--- config.mk ---
export PLATFORM = sky130hd
export DESIGN_NAME = led_strip_driver
export DESIGN_NICKNAME = d
export VERILOG_FILES = /design/src/rtl/led_strip_driver.sv
export SDC_FILE = /design/constraint.sdc
export NUM_CORES = 1
export LEC_CHECK = 0
export BUFFER_PORTS_ARGS = -buffer_cell sky130_fd_sc_hd__buf_2
export CORE_ASPECT_RATIO = 0.5
export CORE_MARGIN = 1
export CORE_UTILIZATION = 40
export DETAILED_ROUTE_END_ITERATION = 8
export MAX_ROUTING_LAYER = met4
export SETUP_SLACK_MARGIN = 0.3
export SLEW_MARGIN = 20
export SYNTH_ARGS = -nofsm -noshare
export SYNTH_HDL_FRONTEND = slang
export SYNTH_SLANG_ARGS = --single-unit
--- constraint.sdc ---
create_clock -name clk -period 8.8 [get_ports clk]
set_input_delay 0.88 -clock clk [delete_from_list [all_inputs] [get_ports clk]]
set_output_delay 0.88 -clock clk [all_outputs]
set_load 0.01 [all_outputs]
--- src/rtl/led_strip_driver.sv ---
// rtl/led_strip_driver.sv - WS2812-class serializer for a latched GRB frame
// Optional LED_AUTO_REFRESH_EN: frames repeat continuously and the start input is ignored.
module led_strip_driver #(
    parameter int NUM_LEDS = 5,
    parameter int T0H      = 20,
    parameter int T1H      = 40,
    parameter int TBIT     = 63,
    parameter int TRST     = 2500
) (
    input  logic                    clk,
    input  logic                    reset,
    input  logic [24*NUM_LEDS-1:0]  GRBSeq,
    input  logic                    start,
    output logic                    dout,
    output logic                    busy,
    output logic                    done
);

    localparam int N    = 24 * NUM_LEDS;
    localparam int CMAX = (TBIT > TRST) ? TBIT : TRST;
    localparam int CW   = $clog2(CMAX + 1);
    localparam int IW   = (N > 1) ? $clog2(N) : 1;

    localparam logic [CW-1:0] H0_END = CW'(T0H - 1);
    localparam logic [CW-1:0] H1_END = CW'(T1H - 1);
    localparam logic [CW-1:0] L0_END = CW'(TBIT - T0H - 1);
    localparam logic [CW-1:0] L1_END = CW'(TBIT - T1H - 1);
    localparam logic [CW-1:0] R_END  = CW'(TRST - 1);
    localparam logic [IW-1:0] IDX_TOP = IW'(N - 1);

    localparam logic [1:0] S_IDLE  = 2'd0;
    localparam logic [1:0] S_HIGH  = 2'd1;
    localparam logic [1:0] S_LOW   = 2'd2;
    localparam logic [1:0] S_LATCH = 2'd3;

    logic [1:0]    state;
    logic [CW-1:0] cnt;
    logic [IW-1:0] idx;
    logic [N-1:0]  shreg;
    logic          fin;
    logic          start_eff;
    logic          cur_bit;

`ifdef LED_AUTO_REFRESH_EN
    logic unused_start;
    assign unused_start = start;
    assign start_eff    = 1'b1;
`else
    assign start_eff    = start;
`endif

    assign cur_bit = shreg[N-1];

    // Outputs are registered images of the state, so the line follows the state by one cycle
    // and a new start is only accepted once the registered busy has fallen.
    always_ff @(posedge clk or posedge reset) begin
        if (reset) begin
            state <= S_IDLE;
            cnt   <= '0;
            idx   <= '0;
            shreg <= '0;
            fin   <= 1'b0;
            dout  <= 1'b0;
            busy  <= 1'b0;
            done  <= 1'b0;
        end else begin
            dout <= (state == S_HIGH);
            busy <= (state != S_IDLE);
            done <= fin;
            fin  <= 1'b0;
            case (state)
                S_IDLE: begin
                    if (start_eff && !busy) begin
                        shreg <= GRBSeq;
                        idx   <= IDX_TOP;
                        cnt   <= '0;
                        state <= S_HIGH;
                    end
                end
                S_HIGH: begin
                    if (cnt == (cur_bit ? H1_END : H0_END)) begin
                        cnt   <= '0;
                        state <= S_LOW;
                    end else begin
                        cnt <= cnt + 1'b1;
                    end
                end
                S_LOW: begin
                    if (cnt == (cur_bit ? L1_END : L0_END)) begin
                        cnt <= '0;
                        if (idx != '0) begin
                            idx   <= idx - 1'b1;
                            shreg <= shreg << 1;
                            state <= S_HIGH;
                        end else begin
                            state <= S_LATCH;
                        end
                    end else begin
                        cnt <= cnt + 1'b1;
                    end
                end
                S_LATCH: begin
                    if (cnt == R_END) begin
                        cnt   <= '0;
                        fin   <= 1'b1;
                        state <= S_IDLE;
                    end else begin
                        cnt <= cnt + 1'b1;
                    end
                end
                default: state <= S_IDLE;
            endcase
        end
    end

endmodule

==> flow_summary.yaml <==
yosys:
  synthArstFlopShare: 1.00
  yosys-top-cells-area: "dfrtp_1 50%, mux2i_1 14%, o21ai_0 11%"
  synth_commonest_cells: "155 x o21ai_0, 145 x dfrtp_1, 104 x mux2i_1"
  synth.distinct_cells: 50
  yosysTopAreaCell: "dfrtp_1"
  synth-seq-cells: 145
  yosys_most_used_dff: "dfrtp_1"
  yosysMostFrequentCell: "o21ai_0"
  synth_edf_count: 0
  ys_seq_area_frac: 0.503
  synth.avg_cell_area_sq_um: 9.82
  syn_area_sq_um: 7220
  synth.top_cell.area_share: 0.503
  syn-instance-count: 735
  synthesis.nets: 862
  yosysWarnings: 0
pwr:
  switching_share: 0.201
  combPwrFrac: 0.028
  power_density_nw_per_um2: 176
  finalPower_mw: 1.50
  p_leak_nw: 3.44
  ir_drop_uv: 136
  p_int_mw: 1.20
  switchingPower_mw: 0.302
  p_seq_frac: 0.443
  p_clk_frac: 0.528
cts:
  insertion_delay_ns: 0.42
  cts_tree: "built"
  numCtsBuffers: 17
  clk_pin_slew_ns: 0.06
  cts_root_buf: "clkbuf_16"
  cts_max_level: 4
  cts_resized: 0
  post_cts_buffers: 0
  hold_buffers: 0
  numClockSinks: 145
  clk_path_buf_depth: 2
routing:
  drc_errors: 0
  drt.antenna.violating_nets: 0
  routed-via-count: 5856
  drt_iter0_drc: 446
  wl_um: 17000
  routedWlPerCell_um: 15.9
  drt_first_pass_iters: 4
  vias_per_cell: 5.48
die:
  die_area_sq_um: 18600
  initial_core_util: 0.412
  die_w_um: 192
  rows: 34
  io_pins: 126
  die_h_um: 97.0
  core_area_sq_um: 17500
timing:
  tightest_slew_ns: 1.10
  max_clock_freq_ghz: 0.268
  rsz0062_at_grt: "no"
  hold_violations: 0
  tns_ns: 0
  fin_ws_ns: 5.07
  skew_ns: 0.0126
  fin_crit_ns: 3.73
  fin_hold_ws_ns: 0.354
  min_period_over_period: 0.424
  setup_viol_count_final: 0
  finalMaxSlewViolations: 0
  slew_headroom: 0.264
worst_setup_path:
  cp_slowest_cell: "nand2_4"
  crit_fanout: 105
  start_kind: "register"
  cp.required_ns: 9.11
  cp-end-kind: "register"
  path_cells: "or4bb_1, a2111o_1, o21ai_2, nand2_4, o21ai_0"
  r2r-start: "cnt[5]$_DFFE_PP0N_"
  crit_type: "reg -> reg"
  startpoint: "cnt[5]$_DFFE_PP0N_"
  max_stage_delay_ns: 0.82
  critPathArrivalTime_ns: 4.05
place:
  dp_slack_ns: 5.04
  place_congestion: 0.838
  dpl.hpwl_um: 10200
  port_buffers: 125
  place_inst: 1037
job:
  drv_cap: 0
status:
  status: "complete, no violations"
finish:
  final_layout_size_suffix_gt1_frac: 0.205
  final_net_count: 949
  fill_cells: 1687
  final_cells: 1069
  area_growth_pct: 18.5
min_path:
  hold_path_startpoint: "fin$_DFF_PP0_"
  hold_path.class: "reg -> reg"
global_route:
  antenna_found_initial: 1
  grt_pass1_wl_um: 28400
  track_usage: 0.196
  grt_max_degree: 114
  overflow: 0
  grt_pass1_vias: 5570
final timing paths:
path	end	slack, ns	cells after the start
setup / recovery	shreg[82]$_DFFE_PP0P_	5.07	5
hold / removal	done$_DFF_PP0_	0.35	0
hold reg to reg	done$_DFF_PP0_	0.35	0
min in group asynchronous	shreg[62]$_DFFE_PP0P_	0.55	2
max in group asynchronous	shreg[73]$_DFFE_PP0P_	7.07	3
setup reg to reg	shreg[82]$_DFFE_PP0P_	5.07	5
area by class of cell:
class | instances | area [sq um] | share of cell area
Sequential cell | 145 | 3630 | 0.424
Multi-Input combinational cell | 518 | 3270 | 0.383
Timing Repair Buffer | 131 | 678 | 0.0792
Clock buffer | 20 | 457 | 0.0534
Tap cell | 234 | 293 | 0.0342
Clock inverter | 10 | 184 | 0.0215
Inverter | 9 | 38.8 | 0.00453
Antenna cell | 2 | 5.00 | 0.000585
critical path, delay by kind of cell, from the launching register on:
family	cells	cell delay (ns)
AND/OR/NAND/NOR	2	1.35
AO/OA/AOI/OAI	3	1.71
flip-flops	1	0.51
stage by stage:
stage	utilization	instance area, sq um
finish	0.488	8560
detailed placement	0.451	7910
global placement	0.451	7910
global route	0.488	8560
CTS	0.488	8550
floorplan	-	7220
state kept, by name, summed over array words and instances (netlist names):
register,count
shreg,120
cnt,12
idx,7
state,2
busy,1
done,1
dout,1
fin,1
logic make-up after synthesis:
kind of cell | share of synthesized area
DFF | 0.503
muxes | 0.144
buffers and inverters | 0.0478
adders and majority gates | 0.00693
xor gates and xnor gates | 0.00243
and+or+nand+nor | 0.0875
AOI/OAI and AO/OA | 0.209
cells in the final DEF (no fill, tap or decap), types with 3 or more instances in the layout:
cell and instances:
o21ai_0 155, nor3_1 6, a31oi_1 18, nor4_1 6, o21ai_1 62, bufinv_16 5, o211ai_1 6, mux2i_1 104
nor2_1 16, buf_2 125, nand2b_1 5, and3_1 3, a21oi_1 21, buf_4 4, ha_1 4, nand2_1 63
o22ai_1 3, dfrtp_1 145, inv_1 8, nand3_1 5, clkbuf_16 17
metal layers:
layer,wire (um),up-vias,global-route usage,share of wire
met5,0,-,-,0
met1,8210,2914,0.267,0.48
met2,8060,100,0.289,0.47
met4,146,0,0.0533,0.0086
met3,605,11,0.0501,0.036
li1,-,2831,-,-
power groups by stage:
stage	sequential [mW]	combinational [mW]	clock [mW]
6_report	0.667	0.0426	0.794
3_5_place_dp	0.679	0.0438	0
4_1_cts	0.667	0.0439	0.808
5_1_grt	0.666	0.0481	0.846
3_3_place_gp	0.679	0.0437	0
2_1_floorplan	0.679	0.0108	0
Power figures use the tool's default switching activity.
